$ cat src/rtl/hero_write_rx_pkg.sv
// Shared hero bus types plus receive-side state and entry definitions for hero_write_rx.
package hero_write_rx_pkg;

    localparam int HERO_WIDTH          = 36;
    localparam int HERO_RX_ENTRY_WIDTH = HERO_WIDTH + 1;

    // Encoding 2'd3 is unused on the bus and treated as a bubble.
    typedef enum logic [1:0] {
        IDLE  = 2'd0,
        VALID = 2'd1,
        DONE  = 2'd2
    } CYCLE_TYPE_E;

    typedef struct packed {
        logic                  clk_en;
        CYCLE_TYPE_E           cycle_type;
        logic [HERO_WIDTH-1:0] wdat;
        logic [20:0]           another_type_reference;
    } hero_write_t;

    typedef enum logic [1:0] {
        RX_IDLE    = 2'd0,
        RX_COLLECT = 2'd1,
        RX_DROP    = 2'd2
    } hero_rx_state_e;

    function automatic logic is_beat(input hero_write_t h);
        return h.clk_en && (h.cycle_type == VALID || h.cycle_type == DONE);
    endfunction

endpackage

$ cat src/rtl/hero_write_rx_mem.sv
// Beat storage for hero_write_rx: one write port, one asynchronous read port, no pointer logic.
module hero_write_rx_mem
    import hero_write_rx_pkg::*;
#(
    parameter int DEPTH = 16,
    parameter int AW    = $clog2(DEPTH)
) (
    input  logic                           clk,
    input  logic                           we,
    input  logic [AW-1:0]                  waddr,
    input  logic [HERO_RX_ENTRY_WIDTH-1:0] wdata,
    input  logic [AW-1:0]                  raddr,
    output logic [HERO_RX_ENTRY_WIDTH-1:0] rdata
);

    logic [HERO_RX_ENTRY_WIDTH-1:0] mem [DEPTH];

    always_ff @(posedge clk) begin
        if (we) begin
            mem[waddr] <= wdata;
        end
    end

    assign rdata = mem[raddr];

endmodule

$ cat src/rtl/hero_write_rx.sv
// Hero write receiver: stores beats speculatively, exposes only committed transactions.
// Optional HERO_WRITE_RX_STATS_EN adds saturating committed/dropped transaction counters.
module hero_write_rx
    import hero_write_rx_pkg::*;
#(
    parameter int DEPTH     = 16,
    parameter int MAX_BEATS = 8
) (
    input  logic                  clk,
    input  logic                  rst,
    input  hero_write_t           hero_write,
    output logic                  rd_vld,
    input  logic                  rd_rdy,
    output logic [HERO_WIDTH-1:0] rd_dat,
    output logic                  rd_last,
    output logic                  ovf_err,
    output logic                  proto_err,
`ifdef HERO_WRITE_RX_STATS_EN
    output logic [15:0]           rx_txn_cnt,
    output logic [15:0]           drop_txn_cnt,
`endif
    output hero_rx_state_e        state_dbg
);

    localparam int AW = $clog2(DEPTH);
    localparam int PW = AW + 1;
    localparam int CW = $clog2(MAX_BEATS + 1);
    localparam logic [PW-1:0] DEPTH_P = PW'(DEPTH);
    localparam logic [CW-1:0] MAX_P   = CW'(MAX_BEATS);

    hero_rx_state_e state, state_n;
    logic [PW-1:0] wr_ptr, wr_ptr_n, commit_ptr, commit_ptr_n, rd_ptr;
    logic [CW-1:0] beat_cnt, beat_cnt_n;
    logic          beat, is_done, full, we, commit, drop;
    logic          ovf_n, proto_n, ovf_q, proto_q;
    logic [HERO_RX_ENTRY_WIDTH-1:0] rdata;
    logic          unused_atr;

    assign unused_atr = ^hero_write.another_type_reference;

    always_comb begin
        state_n      = state;
        wr_ptr_n     = wr_ptr;
        commit_ptr_n = commit_ptr;
        beat_cnt_n   = beat_cnt;
        we           = 1'b0;
        commit       = 1'b0;
        drop         = 1'b0;
        ovf_n        = 1'b0;
        proto_n      = 1'b0;
        beat         = is_beat(hero_write);
        is_done      = (hero_write.cycle_type == DONE);
        // Occupancy includes speculative beats and ignores a read on the same edge.
        full         = ((wr_ptr - rd_ptr) == DEPTH_P);
        if (beat) begin
            case (state)
                RX_IDLE, RX_COLLECT: begin
                    if (full) begin
                        ovf_n      = 1'b1;
                        drop       = 1'b1;
                        wr_ptr_n   = commit_ptr;
                        beat_cnt_n = '0;
                        state_n    = is_done ? RX_IDLE : RX_DROP;
                    end else if (beat_cnt == MAX_P) begin
                        proto_n    = 1'b1;
                        drop       = 1'b1;
                        wr_ptr_n   = commit_ptr;
                        beat_cnt_n = '0;
                        state_n    = RX_DROP;
                    end else begin
                        we       = 1'b1;
                        wr_ptr_n = wr_ptr + PW'(1);
                        if (is_done) begin
                            commit       = 1'b1;
                            commit_ptr_n = wr_ptr + PW'(1);
                            beat_cnt_n   = '0;
                            state_n      = RX_IDLE;
                        end else begin
                            beat_cnt_n = beat_cnt + CW'(1);
                            state_n    = RX_COLLECT;
                        end
                    end
                end
                RX_DROP: begin
                    if (is_done) begin
                        state_n = RX_IDLE;
                    end
                end
                default: state_n = RX_IDLE;
            endcase
        end
    end

    always_ff @(posedge clk) begin
        if (rst) begin
            state      <= RX_IDLE;
            wr_ptr     <= '0;
            commit_ptr <= '0;
            rd_ptr     <= '0;
            beat_cnt   <= '0;
            ovf_q      <= 1'b0;
            proto_q    <= 1'b0;
        end else begin
            state      <= state_n;
            wr_ptr     <= wr_ptr_n;
            commit_ptr <= commit_ptr_n;
            beat_cnt   <= beat_cnt_n;
            ovf_q      <= ovf_n;
            proto_q    <= proto_n;
            if (rd_vld && rd_rdy) begin
                rd_ptr <= rd_ptr + PW'(1);
            end
        end
    end

`ifdef HERO_WRITE_RX_STATS_EN
    always_ff @(posedge clk) begin
        if (rst) begin
            rx_txn_cnt   <= '0;
            drop_txn_cnt <= '0;
        end else begin
            if (commit && rx_txn_cnt != 16'hffff) begin
                rx_txn_cnt <= rx_txn_cnt + 16'd1;
            end
            if (drop && drop_txn_cnt != 16'hffff) begin
                drop_txn_cnt <= drop_txn_cnt + 16'd1;
            end
        end
    end
`endif

    hero_write_rx_mem #(
        .DEPTH (DEPTH),
        .AW    (AW)
    ) u_mem (
        .clk   (clk),
        .we    (we),
        .waddr (wr_ptr[AW-1:0]),
        .wdata ({is_done, hero_write.wdat}),
        .raddr (rd_ptr[AW-1:0]),
        .rdata (rdata)
    );

    // Read handshake: a beat transfers on any rising edge where rd_vld && rd_rdy; while
    // rd_vld is high and rd_rdy low, rd_dat/rd_last hold because the head entry cannot be rewritten.
    assign rd_vld    = !rst && (rd_ptr != commit_ptr);
    assign rd_dat    = rdata[HERO_WIDTH-1:0];
    assign rd_last   = rd_vld && rdata[HERO_WIDTH];
    assign ovf_err   = ovf_q && !rst;
    assign proto_err = proto_q && !rst;
    assign state_dbg = state;

endmodule

$ cat config.mk
export PLATFORM = sky130hd
export DESIGN_NAME = hero_write_rx
export DESIGN_NICKNAME = d
export VERILOG_FILES = /design/src/rtl/hero_write_rx_pkg.sv /design/src/rtl/hero_write_rx_mem.sv /design/src/rtl/hero_write_rx.sv
export SDC_FILE = /design/constraint.sdc
export NUM_CORES = 1
export LEC_CHECK = 0
export BUFFER_PORTS_ARGS = -buffer_cell sky130_fd_sc_hd__buf_2
export CAP_MARGIN = 20
export CORE_MARGIN = 10
export CORE_UTILIZATION = 65
export DETAILED_ROUTE_END_ITERATION = 6
export PLACE_DENSITY = 0.94
export SETUP_SLACK_MARGIN = 0.5
export SYNTH_ARGS = -nofsm -noshare
export SYNTH_HDL_FRONTEND = slang
export SYNTH_SLANG_ARGS = --single-unit
$ cat constraint.sdc
create_clock -name clk -period 17.4 [get_ports clk]
set_input_delay 1.74 -clock clk [delete_from_list [all_inputs] [get_ports clk]]
set_output_delay 1.74 -clock clk [all_outputs]
set_load 0.01 [all_outputs]
Word-level counts from Yosys, hierarchy flattened

Memories as Yosys holds them, arrays and structs flattened. A register that Yosys moved wholly into a read port is not among the register bits.
Index checks and enable logic that the tools add are counted.
Widths: inputs -> output; s select.

Flip-flop bits (word level): 23
Word-level logic and storage cells: 60
Memories: 1
Bits in writable memories: 592

Memory list:

| memory    | words | width | rd ports | clocked after Yosys merged registers in | wr ports | line                    | RTL |
|---|---|---|---|---|---|---|---|
| u_mem.mem | 16    | 37    | 1        | 1                                       | 1        | hero_write_rx_mem.sv:16 | `logic [HERO_RX_ENTRY_WIDTH-1:0] mem [DEPTH];` |

Bitwise logic cells: 4
Reduce and logical (&&, ||, !) cells: 15
Add/sub/neg operators: 4
Muxes and demuxes: 21
Equality and inequality tests: 8

Operators by type and width:

| operator            | count |
|---|---|
| $mux 4              | 5 |
| $add 5x1->5 const B | 2 |
| $mux 5              | 2 |
| $mux 1              | 9 |
| $mux 2              | 4 |
| $logic_and 1x1->1   | 6 |
| $eq 5x5->1 const B  | 1 |
| $ne 5x5->1          | 1 |
| $reduce_and 5->1    | 1 |
| $sub 5x5->5         | 1 |
| $add 4x1->4 const B | 1 |
| $eq 2x1->1 const B  | 2 |
| $eq 2x2->1 const B  | 2 |
| $eq 4x4->1 const B  | 1 |
| $not 1->1           | 4 |
| $pmux 2 s2          | 1 |
| $reduce_and 2->1    | 2 |
| $reduce_or 4->1     | 1 |
| $reduce_or 3->1     | 1 |
| $logic_not 2->1     | 1 |
| $ne 2x2->1 const B  | 1 |
| $reduce_or 2->1     | 1 |
| $logic_not 1->1     | 1 |
| $logic_or 1x1->1    | 1 |

Logic depth before layout (Yosys ltp)

Gate-level depths: netlist of run 1.

Depth in word-level cells: 7
Depth in mapped cells: 8
Mapped depth without buffers: 7

Hierarchy

From an unflattened synthesis of run 1, not the netlist that was laid out.

Cell total of the unflattened synthesis: 1086
Area total of the unflattened synthesis: 23598.9 sq um

By module, submodules not included:

| module            | seq. area each (sq um) | cells each | area an instance (sq um) | instances |
|---|---|---|---|---|
| hero_write_rx_mem | 17777.0                | 926        | 22201.3                  | 1 |
| hero_write_rx     | 460.4                  | 160        | 1397.6                   | 1 |

Least setup slack after synthesis of run 1

Ideal clock, no wire load.

Path type: input port to flip-flop
Start: input port hero_write[57] (netlist name)
End: memory u_mem.mem[15][0] (netlist name), enable pin
Stages: 7
Path buffers: 2
Required time: 16.876 ns
Setup slack: 10.492 ns
Data arrival time: 6.384 ns
Path through: inv_1 ha_1 nand2b_1 or2_1 clkbuf_1 clkbuf_1 nor4_1

Word-level cells in the longest chain between the ends: 6
Elaborated cells on any way between the ends: 7
Classes of those cells: eq/ne (2); mux (3); reduce/logical (2)

Ends and longest elaborated chain:

| what                                     | line                    | RTL |
|---|---|---|
| from (decl)                              | hero_write_rx.sv:11     | `input hero_write_t hero_write,` |
| $eq 2x1->1 or $eq 2x2->1 (tied branches) | hero_write_rx_pkg.sv:28 | `return h.clk_en && (h.cycle_type == VALID \|\| h.cycle_type == DONE);` |
| $logic_or 1x1->1 *                       | hero_write_rx_pkg.sv:28 |  |
| $logic_and 1x1->1 *                      | hero_write_rx_pkg.sv:28 |  |
| $mux 1 *                                 | hero_write_rx.sv:55     | `if (beat) begin` |
| $mux 1 *                                 | hero_write_rx_mem.sv:19 | `if (we) begin` |
| $mux 1 (not written as such) *           | hero_write_rx_mem.sv:20 | `mem[waddr] <= wdata;` |
| to (decl)                                | hero_write_rx_mem.sv:16 |  |

Mark *: on every way between the ends. The rest lies on a longest branch, timed or not.

==> results.toml, run 1 <==
[routing]
drc = 0
vias_per_cell = 7.33
avgRoutedWirePerCell_um = 37.9
drt-pass1-iter-count = 7
ant_nets = 0
wirelength_um = 62200
vias = 12000
drt_iter0_drc = 1713

[placed_design]
dp_hpwl_um = 30200
post_dp_cell_area_mm2 = 0.0248
port_buffers = 83
finalWeightedCongestion = 0.760

[global_route]
top_usage_layer = "met2"
grt_pass1_wl_um = 89200
use_met1_pct = 33.8
grt_usage_pct = 28.4
overflow = 0
grt_pass1_vias = 12400
grt_max_degree = 77
met3_usage_pct = 5.53
use_met2_pct = 47.4
antenna_found_initial = 5

[synthesis]
synth_seq_cells = 619
synthArstFlopShare_pct = 0
yosys-top-cells-area = "edfxtp_1 74%, mux4_2 16%, dfxtp_1 2.3%"
synth_top_cell_area_share_pct = 74.5
synth_area_mm2 = 0.0239
syn-instance-count = 1016
yosysWarnings = 0
syn_area_per_cell_um2 = 23.5
synth-edff-count = 592
ys.flop_type = "edfxtp_1"
ys_types = 46
synth_top_area_cell = "edfxtp_1"
synth_seq_area_share_pct = 76.7
syn-num-nets = 1091

[floorplanning]
start_util_pct = 65.5
die-area_mm2 = 0.0448
coreArea_mm2 = 0.0364
dieWidth_um = 212
std_cell_rows = 70
fp.dieH_um = 212
io_pins = 105

[cts]
cts_resized = 0
cts_tree = "built"
clock-root-buffer = "clkbuf_16"
cts-hold-fix-buffers = 0
cts_buffer_depth = 3
htree_num_levels = 2
cts_setup_buffers = 0
cts.sinks = 619
clock_latency_ns = 0.59
clk_pin_slew_ns = 0.07
cts_buffers = 56

[cells_and_area]
syn2layout_area_growth_pct = 11.6
fill_cells = 1901
drive_above_1_share_pct = 32.5
ff_latch_area_mm2 = 0.0183
multi_input_area_mm2 = 0.00529
postLayoutCellArea_mm2 = 0.0266
fin_nets = 1203

[sta]
tightest_slew_ns = 1.11
hold_viol = 0
maxSlewHeadroom_pct = 25.4
slew_viol_final = 0
maxClockFrequency_ghz = 0.162
tns_ns = 0
rsz0062_at_grt = "no"
setup_violations = 0
fin_crit_sh_pct = 35.5
skew_ns = 0.0138
min_period_ns = 6.18

[critical_path]
timing_worst_setup_path_type = "flip-flop to output pin"
r2r_slack_ns = 12.99
start_kind = "flip-flop"
crit_path_max_fanout = 47
worstPathArrival_ns = 4.44
end_kind = "output pin"
required_ns = 15.66

[power_and_ir_drop]
comb_power_share_pct = 5.1
ir_drop_v = 0.0000939
powerDensity_mw_per_mm2 = 114
intPower_mw = 2.41
seq_power_share_pct = 54.6
swShare_pct = 20.6
p_leak_nw = 8.28
p_clk_share_pct = 40.3
power_switching_mw = 0.625

[min_path]
hold_class = "flip-flop to flip-flop"

[flow_run]
drv_cap = 0

[run_status]
status = "complete, no violations"
## layout by cell type, fill, tap and decap left out, types with 5 or more instances in the layout
cell type,synthesis,final
o211ai_1,6,6
nor3_1,9,5
xnor2_1,5,5
mux4_1,13,13
nand3_1,7,7
clkbuf_16,0,57
nand4_1,5,5
inv_1,12,12
and3_1,6,6
clkinv_2,0,10
a31oi_1,9,9
nor2_1,23,12
buf_4,0,24
buf_2,9,83
nand2_1,14,14
mux4_2,172,172
bufinv_16,0,6
clkinv_1,0,9
ha_1,12,12
a211oi_1,5,5
edfxtp_1,592,592
a21oi_1,5,5
dfxtp_1,27,23
xor2_1,6,6
clkbuf_1,25,12
nor2_4,0,11
## cell usage after synthesis, types with 2 or more instances
cell / n
a211oi_1: 5
a21oi_1: 5
a311oi_1: 2
a31o_1: 2
a31oi_1: 9
and2_1: 2
and3_1: 6
buf_1: 4
buf_2: 9
buf_6: 14
clkbuf_1: 25
dfxtp_1: 27
edfxtp_1: 592
ha_1: 12
inv_1: 12
mux2i_1: 2
mux4_1: 13
mux4_2: 172
nand2_1: 14
nand2b_1: 4
nand3_1: 7
nand4_1: 5
nand4b_1: 2
nor2_1: 23
nor2b_1: 4
nor3_1: 9
nor3b_1: 2
o211ai_1: 6
xnor2_1: 5
xor2_1: 6
## critical path: stages (launching register included)
cell and delay (ns):
dfxtp_4 0.74, buf_4 0.83, buf_4 0.86, mux4_2 0.67
mux4_2 0.52, buf_2 0.17
## cell type report
cell class	count	area share, %
Sequential cell	619	68.8
Multi-Input combinational cell	332	19.9
Clock buffer	71	5.62
Timing Repair Buffer	107	2.23
Tap cell	468	2.20
Clock inverter	28	1.09
Inverter	12	0.169
Antenna cell	4	0.0376
## worst paths after layout
path	end	cells past startpoint	startpoint
min reg2reg	beat_cnt[0]	2	beat_cnt[0]
min	beat_cnt[0]	2	beat_cnt[0]
max reg2reg	u_mem.mem[0][7]	8	wr_ptr[3]
max	rd_dat[25]	5	flip-flop
## power groups by stage
stage	Clock [mW]	Combinational (mW)	Sequential, mW
after floorplan	0	0.102	1.68
after global placement	0	0.141	1.69
after detailed placement	0	0.151	1.69
after CTS	1.23	0.156	1.66
after global routing	1.28	0.164	1.66
final	1.22	0.156	1.66
## cell families (layout without fill, tap and decap cells)
group	count (synthesis)	count (layout)	synth area share, %
compound gates	38	38	1.16
flops	619	619	76.7
buf+inv	65	218	1.56
simple gates	84	84	1.78
other cells	0	4	0
mux	187	187	17.7
xor+xnor	11	11	0.404
fa+ha+maj	12	12	0.629
## metal layers
layer,up-vias,wire length (um)
met5,-,28
met4,4,4440
met3,258,5820
met2,1028,32000
met1,6162,20000
li1,4569,-
## stage by stage
stage               setup slack [ns]  total power, mW  std cells  util [%]  hold slack, ns
floorplan                      10.49             1.78       1016         -           0.458
global placement               11.76             1.83       1538      68.2           0.469
detailed placement             11.71             1.84       1538      68.2           0.486
CTS                            11.05             3.05       1637      73.1           0.494
global route                   10.87             3.11       1639      73.1           0.521
finish                         11.22             3.04       1641      73.1           0.495
## sequential cells by signal, indices dropped and copies added (netlist names), named ones only
| register | count |
|---|---|
| u_mem.mem | 592 |
| commit_ptr | 5 |
| rd_ptr | 5 |
| wr_ptr | 5 |
| beat_cnt | 4 |
| state_dbg | 2 |
| ovf_q | 1 |
| proto_q | 1 |
Note: power is estimated with default switching activity, not from simulation.
==> run 2: changes to the inputs <==
--- a/config.mk
+++ b/config.mk
@@ -8,9 +8,9 @@
 export BUFFER_PORTS_ARGS = -buffer_cell sky130_fd_sc_hd__buf_2
 export CAP_MARGIN = 20
 export CORE_MARGIN = 10
-export CORE_UTILIZATION = 65
+export CORE_UTILIZATION = 55
 export DETAILED_ROUTE_END_ITERATION = 6
-export PLACE_DENSITY = 0.94
+export PLACE_DENSITY = 0.86
 export SETUP_SLACK_MARGIN = 0.5
 export SYNTH_ARGS = -nofsm -noshare
 export SYNTH_HDL_FRONTEND = slang
==> constraint.sdc (replaced) <==
create_clock -name clk -period 5.1 [get_ports clk]
set_input_delay 0.51 -clock clk [delete_from_list [all_inputs] [get_ports clk]]
set_output_delay 0.51 -clock clk [all_outputs]
set_load 0.01 [all_outputs]
==> run 2 against run 1 <==
  * Clock power rose to 3.5 times the previous value
  * Utilization down 10 points
  * Total power rose to 3.4 times the previous value
  * Register-to-register slack worse by 12 ns
  * Global-route usage down 8.2 points
  * Die area up 16%
  * Clock-buffer cell count down 1
  * Sequential share of layout area down 0.83 points
  * Combinational power rose to 3.3 times the previous value
  * Sequential power rose to 3.4 times the previous value
  * Routed wire length down 16%
  * Final area up 1.2%
  * Largest power group unchanged
  * Highest routed layer unchanged
==> results.toml, run 2 (synthesized netlist as in run 1, its figures left out) <==
[cts]
cts.sinks = 619
cts_resized = 0
cts_buffers = 56
clk_pin_slew_ns = 0.07
cts_tree = "built"
cts_buffer_depth = 3
htree_num_levels = 2
clock-root-buffer = "clkbuf_16"
cts-hold-fix-buffers = 0
clock_latency_ns = 0.61
cts_setup_buffers = 0

[sta]
fin_crit_sh_pct = 76.4
setup_violations = 0
maxClockFrequency_ghz = 0.257
hold_viol = 0
holdWs_ns = 0.265
layout_setup_ws_ns = 1.20
tightest_slew_ns = 1.03
rsz0062_at_grt = "no"
tns_ns = 0
skew_ns = 0.0212
maxSlewHeadroom_pct = 31.6
min_period_ns = 3.90
slew_viol_final = 0

[cells_and_area]
fin_nets = 1210
drive_above_1_share_pct = 33.1
regMostFlops = "u_mem.mem"
syn2layout_area_growth_pct = 13.0
final_cells = 1766
largest_reg_flops = 592
mostFrequentLayoutCell = "edfxtp_1"
final_cell_mix = "592 x edfxtp_1, 172 x mux4_2, 83 x buf_2, 56 x clkbuf_16, 27 x buf_4"

[global_route]
overflow = 0
grt_pass1_vias = 12000
grt_max_degree = 90
grt_usage_pct = 20.1
antenna_found_initial = 5
grt_pass1_wl_um = 78400

[critical_path]
crit_path_max_fanout = 24
r2r-end = "u_mem.mem[5][31]"
critical_path.top_delay_family = "simple AND/OR/NAND/NOR gates"
r2r_cells = 7
worstPathArrival_ns = 4.18
end_kind = "flip-flop"
timing_worst_setup_path_type = "flip-flop to flip-flop"
start_kind = "flip-flop"
path_buf_inv = 2
crit_chain = "ha_1, and3_1, o211ai_1, buf_4, nand4_1, nor2_4, buf_4"
critPathMaxStageDelay_ns = 0.86
required_ns = 5.38
slowest_stage = "nor2_4"
rr_startpoint = "wr_ptr[3]"
r2r_slack_ns = 1.20
critPathMostFrequentCell = "buf_4"

[floorplanning]
dieWidth_um = 228
io_pins = 105
std_cell_rows = 76
die-area_mm2 = 0.0521
start_util_pct = 55.5
coreArea_mm2 = 0.0430
fp.dieH_um = 228

[routing]
avgRoutedWirePerCell_um = 29.5
wirelength_um = 52200
vias_per_cell = 6.38
ant_nets = 0
drt_iter0_drc = 1267
drt-pass1-iter-count = 6
vias = 11300
drc = 0

[min_path]
hold_class = "primary input to flip-flop"
hold_end = "u_mem.mem[9][6]"
hold_start = "hero_write[27]"
hold_path_depth = 1

[power_and_ir_drop]
ir_drop_v = 0.000314
p_leak_nw = 8.33
powerDensity_mw_per_mm2 = 386

[placed_design]
pre_cts_slack_ns = 1.27
port_buffers = 83
place_inst = 1662
dp_hpwl_um = 27100
finalWeightedCongestion = 0.754

[flow_run]
drv_cap = 0

[run_status]
status = "complete, no violations"
==> run 2: how the worst max path moves through the flow <==
| stage | startpoint | cells after the start | to | slack, ns |
|---|---|---|---|---|
| after global routing | wr_ptr[3] | 7 | u_mem.mem[5][31] | 1.03 |
| after CTS | wr_ptr[3] | 7 | u_mem.mem[5][31] | 1.19 |
| after global placement | wr_ptr[3] | 7 | u_mem.mem[5][26] | 1.42 |
| after detailed placement | wr_ptr[3] | 7 | u_mem.mem[5][27] | 1.27 |
| after floorplan | hero_write[57] | 7 | u_mem.mem[15][0] | 0.95 |
| final | wr_ptr[3] | 7 | u_mem.mem[5][31] | 1.20 |
==> run 2: routing by layer <==
layer	GRT usage, %	routed length, um	up-vias
li1	-	-	4591
met2	35.0	27700	611
met1	25.3	18900	5958
met3	3.54	3950	108
met4	6.89	1520	4
met5	0	21	-
==> run 2: per-stage QoR <==
stage | util, % | area, um^2 | power [mW]
finish | 62.8 | 27000 | 10.4
global placement | 58.5 | 25100 | 6.25
detailed placement | 58.5 | 25100 | 6.27
CTS | 62.7 | 27000 | 10.5
floorplan | - | 23900 | 6.09
global route | 62.8 | 27000 | 10.7
==> run 2: layout make-up <==
| class | count | area (um^2) |
|---|---|---|
| Antenna cell | 3 | 7.51 |
| Sequential cell | 619 | 18300 |
| Timing Repair Buffer | 114 | 698 |
| Tap cell | 585 | 732 |
| Fill cell | 2756 | 16000 |
| Inverter | 12 | 45.0 |
| Clock buffer | 70 | 1490 |
| Clock inverter | 31 | 339 |
| Multi-Input combinational cell | 332 | 5330 |
==> run 2: report_power, final <==
group	switching [mW]	internal, mW
Combinational	0.277	0.240
Sequential	0.0356	5.61
Clock	1.81	2.42
Total	2.12	8.28
==> run 3: changes to the inputs <==
--- a/config.mk
+++ b/config.mk
@@ -5,12 +5,13 @@
 export SDC_FILE = /design/constraint.sdc
 export NUM_CORES = 1
 export LEC_CHECK = 0
+export ABC_AREA = 1
 export BUFFER_PORTS_ARGS = -buffer_cell sky130_fd_sc_hd__buf_2
 export CAP_MARGIN = 20
 export CORE_MARGIN = 10
-export CORE_UTILIZATION = 55
+export CORE_UTILIZATION = 61
 export DETAILED_ROUTE_END_ITERATION = 6
-export PLACE_DENSITY = 0.86
+export PLACE_DENSITY = 0.9
 export SETUP_SLACK_MARGIN = 0.5
 export SYNTH_ARGS = -nofsm -noshare
 export SYNTH_HDL_FRONTEND = slang
==> constraint.sdc (replaced) <==
create_clock -name clk -period 3.8 [get_ports clk]
set_input_delay 0.38 -clock clk [delete_from_list [all_inputs] [get_ports clk]]
set_output_delay 0.38 -clock clk [all_outputs]
set_load 0.01 [all_outputs]
==> run 3 against run 2 <==
  * The run now ends with design-rule violations left
  * Non-clock buffer count is 1 higher
  * Clock skew is 0.0017 ns lower
  * Total power is 35% higher
  * Hold slack worse by 0.14 ns
  * Final cell count is 39% higher
  * Critical path type is now flip-flop to output pin
==> results.toml, run 3 <==
[cts]
clock_latency_ns = 0.63
cts_buffers = 57
clk_pin_slew_ns = 0.07
cts_buffer_depth = 3
cts.sinks = 619
clock-root-buffer = "clkbuf_16"
htree_num_levels = 2
cts_setup_buffers = 0
cts_tree = "built"

[run_status]
violations = "design-rule violations"
status = "complete, but fails checks"

[placed_design]
port_buffers = 83
dp_hpwl_um = 30700
finalWeightedCongestion = 0.893

[critical_path]
end_kind = "output pin"
crit_path_max_fanout = 88
r2r_cells = 12
rr_startpoint = "rd_ptr[3]"
required_ns = 3.42
r2r_slack_ns = 0.81
timing_worst_setup_path_type = "flip-flop to output pin"
critPathMaxStageDelay_ns = 0.50
r2r-end = "u_mem.mem[14][5]"
crit_chain = "inv_8, buf_4, o21ai_0, o221ai_1, nand3_1, nand2_1, buf_2"
worstPathArrival_ns = 2.97
start_kind = "flip-flop"
slowest_stage = "buf_4"

[synthesis]
synth_seq_cells = 619
ys.flop_type = "edfxtp_1"
synth_area_mm2 = 0.0246
synth-edff-count = 592
ys_types = 39
yosysWarnings = 0
synth_seq_area_share_pct = 74.4
yosys-top-cells-area = "edfxtp_1 72%, o21ai_0 5.8%, nor2_1 4.9%"
syn-num-nets = 1902
syn-instance-count = 1827
synth_commonest_cells = "592 x edfxtp_1, 321 x nor2_1, 283 x o21ai_0, 123 x o221ai_1, 111 x nand2_1"
yosysMostFrequentCell = "edfxtp_1"
syn_area_per_cell_um2 = 13.5
synth_top_cell_area_share_pct = 72.2
synth_top_area_cell = "edfxtp_1"
synthArstFlopShare_pct = 0

[floorplanning]
io_pins = 105
fp.dieH_um = 221
die-area_mm2 = 0.0488
std_cell_rows = 73
start_util_pct = 61.8
coreArea_mm2 = 0.0398
dieWidth_um = 221

[power_and_ir_drop]
p_leak_nw = 9.01
powerDensity_mw_per_mm2 = 512
ir_drop_v = 0.000331

[routing]
vias_per_cell = 6.84
avgRoutedWirePerCell_um = 26.3
drc = 6
drt_iter0_drc = 3056
drt-pass1-iter-count = 7
ant_nets = 0
vias = 16700
wirelength_um = 64500

[global_route]
antenna_found_initial = 4
grt_usage_pct = 24.8
grt_pass1_wl_um = 95500
grt_max_degree = 161
overflow = 0
grt_pass1_vias = 16500

[cells_and_area]
final_cell_mix = "592 x edfxtp_1, 308 x nor2_1, 283 x o21ai_0, 123 x o221ai_1, 111 x nand2_1"
fin_nets = 1949
syn2layout_area_growth_pct = 11.1
regMostFlops = "u_mem.mem"
mostFrequentLayoutCell = "edfxtp_1"
drive_above_1_share_pct = 12.5
fill_cells = 2362
largest_reg_flops = 592

[sta]
rsz0062_at_grt = "yes"
skew_ns = 0.0196
tns_ns = 0
tightest_slew_ns = 1.08
holdWs_ns = 0.127
slew_viol_final = 0
fin_crit_sh_pct = 88.1
min_period_ns = 3.35
maxClockFrequency_ghz = 0.299
hold_viol = 0
maxSlewHeadroom_pct = 27.6
setup_violations = 0

[min_path]
hold_start = "hero_write[56]"
hold_path_depth = 1
hold_class = "primary input to flip-flop"
hold_end = "u_mem.mem[1][35]"

[flow_run]
drv_cap = 0
==> run 3: layout make-up <==
type                       count  area (um^2)  share of cell area, %
timing repair buffer         115          813                   2.97
clock buffer                  64         1450                   5.31
antenna                        2         5.00                 0.0183
clock inverter                43          377                   1.38
tap                          525          657                   2.40
inverter                      43          171                  0.627
sequential                   619        18300                   67.0
multi-input combinational   1038         5550                   20.3
==> run 3: per-stage QoR <==
step	cells	setup slack [ns]	util [%]	total power, mW	instance area, um^2
global route	2449	0.362	68.7	14.3	27400
detailed placement	2340	0.819	64.1	8.45	25500
finish	2449	0.452	68.7	14.0	27400
CTS	2447	0.524	68.6	14.0	27300
global placement	2340	0.955	64.1	8.40	25500
floorplan	1827	0.310	-	8.17	24600
==> run 3: layer usage <==
metal	vias up	part of all wire, %	GRT usage (%)
li1	6965	-	-
met1	8050	33	30.4
met2	1490	51	41.9
met3	232	12	5.56
met4	6	3.8	10.0
met5	-	0.048	0
==> run 3: worst max-delay path, delay by kind of cell (launching register included) <==
kind	cells	cell delay, ns
compound gates	2	0.56
simple gates	2	0.32
flops	1	0.39
buf+inv	3	1.04
==> run 3: what timing repair did <==
| action | CTS | global route |
|---|---|---|
| setup endpoints to repair | 0 | 4 |
| endpoints found under the hold margin | 0 | 0 |
| gates resized for setup | 0 | 2 |
| hold buffers | 0 | 0 |
==> run 3: cells by family (layout without fill, tap and decap cells) <==
kind of cell | Yosys count | after routing | share of synthesized area (%)
AOI/OAI and AO/OA | 487 | 487 | 12.2
xor gates and xnor gates | 10 | 10 | 0.356
adders and majority gates | 12 | 12 | 0.610
buffers and inverters | 170 | 265 | 3.51
DFF | 619 | 619 | 74.4
other | 0 | 2 | 0
and+or+nand+nor | 529 | 529 | 8.88
==> run 3: worst max path at each step <==
stage,start,depth (start not counted),slack [ns],end
after global placement,rd_ptr[3],12,0.96,u_mem.mem[14][29]
after floorplan,rd_ptr[3],11,0.31,u_mem.mem[0][0]
final,flip-flop,7,0.45,rd_dat[22]
after global routing,flip-flop,7,0.36,rd_dat[11]
after detailed placement,rd_ptr[3],12,0.82,u_mem.mem[14][6]
after CTS,flip-flop,7,0.52,rd_dat[35]
==> run 3: report_power, final <==
group	internal [mW]	switching (mW)
Sequential	7.52	0.0263
Combinational	0.215	0.595
Clock	3.16	2.50
Total	10.9	3.12
